$ cat src/rtl/filter_relay_sequencer.sv
// Purpose: sequences band-filter/T-R relay switching; mutes RX and holds TX off while a 16-bit word is shifted, latched, settled.
// Latency: IDLE input change -> rx_mute high in 2 clocks; full sequence MUTE_CYCLES + 33*SHIFT_DIV + SETTLE_CYCLES clocks.
// Backpressure: none; input changes during a sequence are deferred to the end of SETTLE, words are never aborted except by reset.
module filter_relay_sequencer #(
  parameter int MUTE_CYCLES   = 256,
  parameter int SHIFT_DIV     = 16,
  parameter int SETTLE_CYCLES = 61440
) (
  input  logic       clock,
  input  logic       reset,
  input  logic [2:0] band_in,
  input  logic       ptt_req,
  output logic       tx_enable,
  output logic       rx_mute,
  output logic       busy,
  output logic [2:0] cur_band,
  output logic       filt_sclk,
  output logic       filt_sdata,
  output logic       filt_latch
);

  localparam int MW = (MUTE_CYCLES   > 1) ? $clog2(MUTE_CYCLES)   : 1;
  localparam int DW = (SHIFT_DIV     > 1) ? $clog2(SHIFT_DIV)     : 1;
  localparam int SW = (SETTLE_CYCLES > 1) ? $clog2(SETTLE_CYCLES) : 1;

  localparam logic [MW-1:0] MUTE_LAST   = MW'(MUTE_CYCLES - 1);
  localparam logic [DW-1:0] DIV_LAST    = DW'(SHIFT_DIV - 1);
  localparam logic [SW-1:0] SETTLE_LAST = SW'(SETTLE_CYCLES - 1);

  typedef enum logic [2:0] {IDLE, MUTE, SHIFT, LATCH, SETTLE} state_t;

  state_t          state, state_nx;
  logic [MW-1:0]   mute_cnt, mute_cnt_nx;
  logic [DW-1:0]   div_cnt, div_cnt_nx;
  logic [SW-1:0]   settle_cnt, settle_cnt_nx;
  logic [3:0]      bit_idx, bit_idx_nx;
  logic            snap_ptt, snap_ptt_nx;
  logic [2:0]      snap_band, snap_band_nx;
  logic            app_ptt, app_ptt_nx;
  logic [2:0]      cur_band_nx;
  logic            diff_q, diff_nx;
  logic            tx_enable_nx, rx_mute_nx, busy_nx;
  logic            sclk_nx, sdata_nx, latch_nx;

  logic [3:0]      req;
  logic [15:0]     snap_word;
  logic [15:0]     req_word;
  logic [3:0]      idx_dec;

  // 16-bit board word: T/R relay in bit 15, one-hot band filter in bits 7:0
  function automatic logic [15:0] filter_word(input logic ptt, input logic [2:0] band);
    logic [7:0] onehot;
    onehot = 8'b1 << band;
    return {ptt, 7'b0, onehot};
  endfunction

  assign req       = {ptt_req, band_in};
  assign snap_word = filter_word(snap_ptt, snap_band);
  assign req_word  = filter_word(ptt_req, band_in);
  assign idx_dec   = bit_idx - 4'd1;

  // Next-state, counters and registered-output values
  always_comb begin
    state_nx      = state;
    mute_cnt_nx   = mute_cnt;
    div_cnt_nx    = div_cnt;
    settle_cnt_nx = settle_cnt;
    bit_idx_nx    = bit_idx;
    snap_ptt_nx   = snap_ptt;
    snap_band_nx  = snap_band;
    app_ptt_nx    = app_ptt;
    cur_band_nx   = cur_band;
    sclk_nx       = filt_sclk;
    sdata_nx      = filt_sdata;
    latch_nx      = filt_latch;

    case (state)
      IDLE: begin
        if (diff_q) begin
          state_nx                    = MUTE;
          mute_cnt_nx                 = '0;
          {snap_ptt_nx, snap_band_nx} = req;
        end
      end
      MUTE: begin
        if (mute_cnt == MUTE_LAST) begin
          mute_cnt_nx = '0;
          state_nx    = SHIFT;
          bit_idx_nx  = 4'd15;
          div_cnt_nx  = '0;
          sclk_nx     = 1'b0;
          sdata_nx    = snap_word[15];
        end else begin
          mute_cnt_nx = mute_cnt + 1'b1;
        end
      end
      SHIFT: begin
        if (div_cnt == DIV_LAST) begin
          div_cnt_nx = '0;
          if (!filt_sclk) begin
            sclk_nx = 1'b1;
          end else begin
            // data only moves on the falling edge so it is stable across the high phase
            sclk_nx = 1'b0;
            if (bit_idx == 4'd0) begin
              state_nx = LATCH;
              latch_nx = 1'b1;
            end else begin
              bit_idx_nx = idx_dec;
              sdata_nx   = snap_word[idx_dec];
            end
          end
        end else begin
          div_cnt_nx = div_cnt + 1'b1;
        end
      end
      LATCH: begin
        if (div_cnt == DIV_LAST) begin
          div_cnt_nx    = '0;
          latch_nx      = 1'b0;
          state_nx      = SETTLE;
          settle_cnt_nx = '0;
        end else begin
          div_cnt_nx = div_cnt + 1'b1;
        end
      end
      SETTLE: begin
        if (settle_cnt == SETTLE_LAST) begin
          settle_cnt_nx = '0;
          app_ptt_nx    = snap_ptt;
          cur_band_nx   = snap_band;
          if (req != {snap_ptt, snap_band}) begin
            // mute is still held, so go straight to shifting the new word
            state_nx                    = SHIFT;
            {snap_ptt_nx, snap_band_nx} = req;
            bit_idx_nx                  = 4'd15;
            div_cnt_nx                  = '0;
            sclk_nx                     = 1'b0;
            sdata_nx                    = req_word[15];
          end else begin
            state_nx = IDLE;
          end
        end else begin
          settle_cnt_nx = settle_cnt + 1'b1;
        end
      end
      default: state_nx = IDLE;
    endcase

    // compare against the applied values as they will be after this edge
    diff_nx      = (req != {app_ptt_nx, cur_band_nx});
    busy_nx      = (state_nx != IDLE);
    rx_mute_nx   = (state_nx != IDLE);
    tx_enable_nx = (state_nx == IDLE) && app_ptt_nx && ptt_req;
  end

  // State and output registers
  always_ff @(posedge clock) begin
    if (reset) begin
      state      <= MUTE;
      mute_cnt   <= '0;
      div_cnt    <= '0;
      settle_cnt <= '0;
      bit_idx    <= '0;
      snap_ptt   <= ptt_req;
      snap_band  <= band_in;
      app_ptt    <= 1'b0;
      cur_band   <= 3'd0;
      diff_q     <= 1'b0;
      tx_enable  <= 1'b0;
      rx_mute    <= 1'b1;
      busy       <= 1'b1;
      filt_sclk  <= 1'b0;
      filt_sdata <= 1'b0;
      filt_latch <= 1'b0;
    end else begin
      state      <= state_nx;
      mute_cnt   <= mute_cnt_nx;
      div_cnt    <= div_cnt_nx;
      settle_cnt <= settle_cnt_nx;
      bit_idx    <= bit_idx_nx;
      snap_ptt   <= snap_ptt_nx;
      snap_band  <= snap_band_nx;
      app_ptt    <= app_ptt_nx;
      cur_band   <= cur_band_nx;
      diff_q     <= diff_nx;
      tx_enable  <= tx_enable_nx;
      rx_mute    <= rx_mute_nx;
      busy       <= busy_nx;
      filt_sclk  <= sclk_nx;
      filt_sdata <= sdata_nx;
      filt_latch <= latch_nx;
    end
  end

endmodule
$ cat config.mk
export PLATFORM = sky130hd
export DESIGN_NAME = filter_relay_sequencer
export DESIGN_NICKNAME = d
export VERILOG_FILES = /design/src/rtl/filter_relay_sequencer.sv
export SDC_FILE = /design/constraint.sdc
export NUM_CORES = 1
export LEC_CHECK = 0
export ABC_CLOCK_PERIOD_IN_PS = 2500
export CAP_MARGIN = 20
export CORE_MARGIN = 4
export CORE_UTILIZATION = 45
export CTS_BUF_LIST = sky130_fd_sc_hd__clkbuf_2
export CTS_CLUSTER_DIAMETER = 150
export DETAILED_ROUTE_END_ITERATION = 8
export DONT_BUFFER_PORTS = 1
export SKIP_CTS_REPAIR_TIMING = 1
export SYNTH_ARGS = -nofsm -noshare
export SYNTH_HDL_FRONTEND = slang
export SYNTH_SLANG_ARGS = --single-unit
$ cat constraint.sdc
create_clock -name clock -period 2.5 [get_ports clock]
set_input_delay 0.5 -clock clock [delete_from_list [all_inputs] [get_ports clock]]
set_output_delay 0.5 -clock clock [all_outputs]
set_load 0.01 [all_outputs]
=== Word-level counts from Yosys, hierarchy flattened ===
Cells that the tools add are included.

* Shift-type cells: 1
* $add $sub $neg: 4
* Multiplexer cells: 59
* $lt $le $gt $ge: 1
* Reductions and logical operators: 20
* Eq/ne operators: 21

{| class="wikitable"
|+ Operators by type and width
! operator !! count
|-
| $mux 4 || 10
|-
| $mux 3 || 13
|-
| $mux 16 || 2
|-
| $pmux 16 s2 || 1
|-
| $pmux 4 s3 || 2
|-
| $mux 1 || 20
|-
| $ne 2x2->1 const B || 9
|-
| $add 16x1->16 const B || 1
|-
| $eq 16x16->1 const B || 1
|-
| $mux 8 || 2
|-
| $pmux 8 s2 || 1
|-
| $pmux 3 s5 || 1
|-
| $reduce_bool 3->1 || 4
|-
| $reduce_and 5->1 || 2
|-
| $ne 3x3->1 const B || 3
|-
| $add 8x1->8 const B || 1
|-
| $eq 8x8->1 const B || 1
|-
| $ne 4x4->1 || 2
|-
| $reduce_and 4->1 || 2
|-
| $shl 1x3->8 const A || 1
|-
| $reduce_and 7->1 || 1
|-
| $eq 3x2->1 const B || 2
|-
| $logic_not 3->1 || 2
|-
| $pmux 1 s3 || 2
|-
| other kinds (15) || 20
|}

* Word-level logic and storage cells: 121
* Input bits: 6
* Output and inout bits: 9
* Register bits: 49

=== Longest topological paths before layout ===
* Word-level depth: 8
* Mapped depth: 8
* Depth with buffers taken out: 8

=== Worst setup path after synthesis ===
OpenSTA, ideal clock, no wires.

* Path kind: register -> register
* Start point: reg settle_cnt[0]
* End point: reg snap_band[0], enable pin
* Buffers on the path: 1
* Library setup time: 0.299 ns
* Stages on the path, launching flop included: 7
* Arrival: 1.704 ns
* Period minus slack after synthesis: 2.003 ns
* Data required time: 2.201 ns
* Slack: 0.497 ns
* Cell sequence: dfxtp_1 > ha_1 > nand4_1 > nor4_4 > nand2b_1 > buf_2 > a31o_2

* Cells in the longest elaborated chain, start to end: 3

{| class="wikitable"
|+ RTL lines
! item !! line !! source
|-
| start, declared || 35 || <nowiki>logic [SW-1:0] settle_cnt, settle_cnt_nx;</nowiki>
|-
| start signal, assigned || 180 || <nowiki>settle_cnt <= settle_cnt_nx;</nowiki>
|-
| $eq 16x16->1 || 128 || <nowiki>if (settle_cnt == SETTLE_LAST) begin</nowiki>
|-
| $ne 3x3->1 (no source line) || - ||
|-
| $reduce_and 4->1 (no source line) || - ||
|-
| end signal, assigned || 166 || <nowiki>snap_band <= band_in;</nowiki>
|-
| end signal, assigned || 183 || <nowiki>snap_band <= snap_band_nx;</nowiki>
|-
| end, declared || 38 || <nowiki>logic [2:0] snap_band, snap_band_nx;</nowiki>
|}

No other way between the ends.
A chain may end at the register's enable or synchronous reset.

=== Worst setup path in the final report ===
* Start point: reg settle_cnt[0]
* End point: reg settle_cnt[8]

* Cells in the longest elaborated chain, start to end: 3
* Elaborated cells between the ends (all ways): 4
* Classes of those cells: add/sub (1); eq/ne (1); mux (2)

{| class="wikitable"
|+ RTL lines
! item !! line !! source
|-
| $add 16x1->16 / $eq 16x16->1 (equally long branches) || 144, 128 ||
|-
| $mux 16 (*) || 128 ||
|-
| $pmux 16 s2 (*) || 77 || <nowiki>case (state)</nowiki>
|}

Mark *: on every way between the ends. The rest lies on a longest branch, timed or not.

==> impl_metrics.ini <==
[outcome]
status = finished clean

[layout]
antenna_cells = 0
syn_to_final_growth_pct = 4.99
drive_gt1_frac = 0.0812
layout_commonest_cell = nor2_1
layout_common_cells = nor2_1, dfxtp_1, a21oi_1
finalCoreUtilization = 0.490
nNetsFinal = 317

[timing]
fin_worst_skew_ps = 32.4
worstMarginPinSlew_ps = 630
drv_slew = 0
rsz0062_at_grt = no
setup_tns_ps = 0
finalSetupViolCount = 0
period_needed_ps = 2210
fin_crit_sh = 0.883
fmax_mhz = 453
hold_viol = 0
relSlewSlack = 0.577

[power_and_ir_drop]
cellPowerDensity_nw_per_um2 = 467
leakage_nw = 0.976
ir_worst_vdd_mv = 0.224

[drt]
post-route-drc-count = 0
drtIter0Drc = 183
wl_per_cell_um = 14.7
ant_nets = 0
vias_per_cell = 5.80
dr_total_vias = 2203
drtPass1Iterations = 4
drt-total-wl_mm = 5.59

[clock_tree]
clkTransAtPathRegs_ps = 260
cts.sinks = 49
clockBufferDepth = 2
cts_max_level = 2
numCtsBuffers = 5
cts_tree = built
clk_latency_ps = 430
root_buffer = clkbuf_2

[placement]
dp_hpwl_mm = 3.90
place_congestion = 0.775
port_buffers = 0

[setup_path]
cp.required_ps = 2830
start_kind = flip-flop
slowest_stage = dfxtp_1
crit_fanout = 9
critPathArrivalTime_ps = 2540
endpoint_kind = flip-flop
worstPathCellList = ha_1, nand4_1, nor4_4, nand2b_1, buf_4, nor2_1, a31oi_1, a311oi_1
worst-setup-path-type = reg -> reg
slowest_delay_ps = 450

[synth]
synthArstFlopShare = 0
synth-edff-count = 4
synth_cell_types = 53
synth.avg_cell_area_um2 = 8.39
synthCells = 308
synth_ff_type = dfxtp_1
yosys_warnings = 0
syn-cell-area_um2 = 2580
ys_seq_elements = 49
synth_seq_area_share = 0.395
syn_nets = 318

[grt]
grt_use_total = 0.165
antenna_found_initial = 0
grt.overflow.total = 0
grt_max_degree = 45
grt_pass1_wl_mm = 9.85
grt_pass1_vias = 2111

[floorplanning]
core-area_um2 = 5540
std_cell_rows = 27
die_h_um = 83.8
start_util = 0.466
ioPinCount = 15
fp.dieW_um = 83.8
dieArea_um2 = 7020

[hold_path]
min_path_type = in -> reg

[run]
maxCapViolations = 0
-- worst paths after layout --
path | cells past startpoint | start | to | slack, ps
max | 8 | settle_cnt[0] | settle_cnt[8] | 290
min | 1 | reset | bit_idx[1] | 90
max reg2reg | 8 | settle_cnt[0] | settle_cnt[8] | 290
min reg2reg | 2 | settle_cnt[15] | settle_cnt[15] | 510
-- power breakdown --
group / internal, mW / switching [mW] / leakage, nW / total (mW)
clock network: 0.170 / 0.252 / 0.0406 / 0.422
registers: 0.803 / 0.00868 / 0.403 / 0.812
logic: 0.0170 / 0.0148 / 0.533 / 0.0317
total: 0.990 / 0.275 / 0.976 / 1.27
-- sequential cells by signal, indices dropped and copies added, names as in the netlist --
register    count
settle_cnt     16
filt_latch      1
busy            1
snap_band       3
mute_cnt        8
app_ptt         1
bit_idx         4
tx_enable       1
div_cnt         4
cur_band        3
filt_sdata      1
diff_q          1
filt_sclk       1
state           3
snap_ptt        1
-- worst max-delay path, delay by kind of cell, from the launching register on --
| kind | cells | cell delay [ps] |
|---|---|---|
| compound gates | 2 | 230 |
| fa+ha+maj | 1 | 220 |
| flops | 1 | 450 |
| buf+inv | 1 | 220 |
| simple gates | 4 | 1000 |
-- synthesized netlist by cell type (3+ instances only) --
| cell type | n | area share |
|---|---|---|
| and3_1 | 12 | 0.029 |
| nand2_1 | 16 | 0.023 |
| nand4_1 | 5 | 0.012 |
| xnor2_1 | 9 | 0.031 |
| nor2_1 | 49 | 0.071 |
| nor3_1 | 13 | 0.025 |
| inv_1 | 5 | 0.0073 |
| nand3b_1 | 6 | 0.017 |
| a21oi_1 | 26 | 0.050 |
| mux2i_1 | 5 | 0.019 |
| nand3_1 | 9 | 0.017 |
| or4_1 | 3 | 0.0087 |
| ha_1 | 4 | 0.019 |
| a22oi_1 | 3 | 0.0087 |
| a41oi_1 | 4 | 0.014 |
| clkbuf_1 | 7 | 0.010 |
| nand2b_1 | 5 | 0.012 |
| o21ai_0 | 20 | 0.039 |
| buf_2 | 5 | 0.0097 |
| dfxtp_1 | 45 | 0.35 |
| a311oi_1 | 6 | 0.020 |
| a31oi_1 | 5 | 0.012 |
| xor2_1 | 4 | 0.014 |
| nor3b_1 | 4 | 0.012 |
| edfxtp_1 | 4 | 0.046 |
-- layout make-up --
class                   instances  area (um2)
repair buffers                  8        60.1
multi-input cells             238        1460
fillers                       565        2830
flip-flops and latches         49        1020
well taps                      72        90.1
clock buffers                   6        30.0
clock inverters                 2        33.8
inverters                       5        18.8
-- metal layers --
metal  part of all wire  global-route usage
met4             0.0072              0.0395
met1               0.49               0.215
met5                  0                   0
met3              0.030              0.0316
met2               0.47               0.282
-- cells by family after synthesis --
group,after synthesis,synth area share
muxes,5,0.0194
DFF,49,0.395
and+or+nand+nor,134,0.272
buffers and inverters,21,0.0402
adders and majority gates,4,0.0194
xor gates and xnor gates,13,0.0441
AOI/OAI and AO/OA,82,0.210
-- per-stage QoR --
| stage | power, mW | worst slack, ps | std cells | area, um2 | hold slack (ps) |
|---|---|---|---|---|---|
| detailed placement | 0.859 | 304 | 372 | 2650 | 474 |
| global route | 1.32 | 89.7 | 380 | 2710 | 22.0 |
| CTS | 1.29 | 277 | 380 | 2710 | 60.4 |
| floorplan | 0.861 | 497 | 308 | 2580 | 457 |
| global placement | 0.858 | 379 | 372 | 2650 | 467 |
| finish | 1.27 | 293 | 380 | 2710 | 86.1 |
No activity file was read; power rests on OpenSTA's default activity.
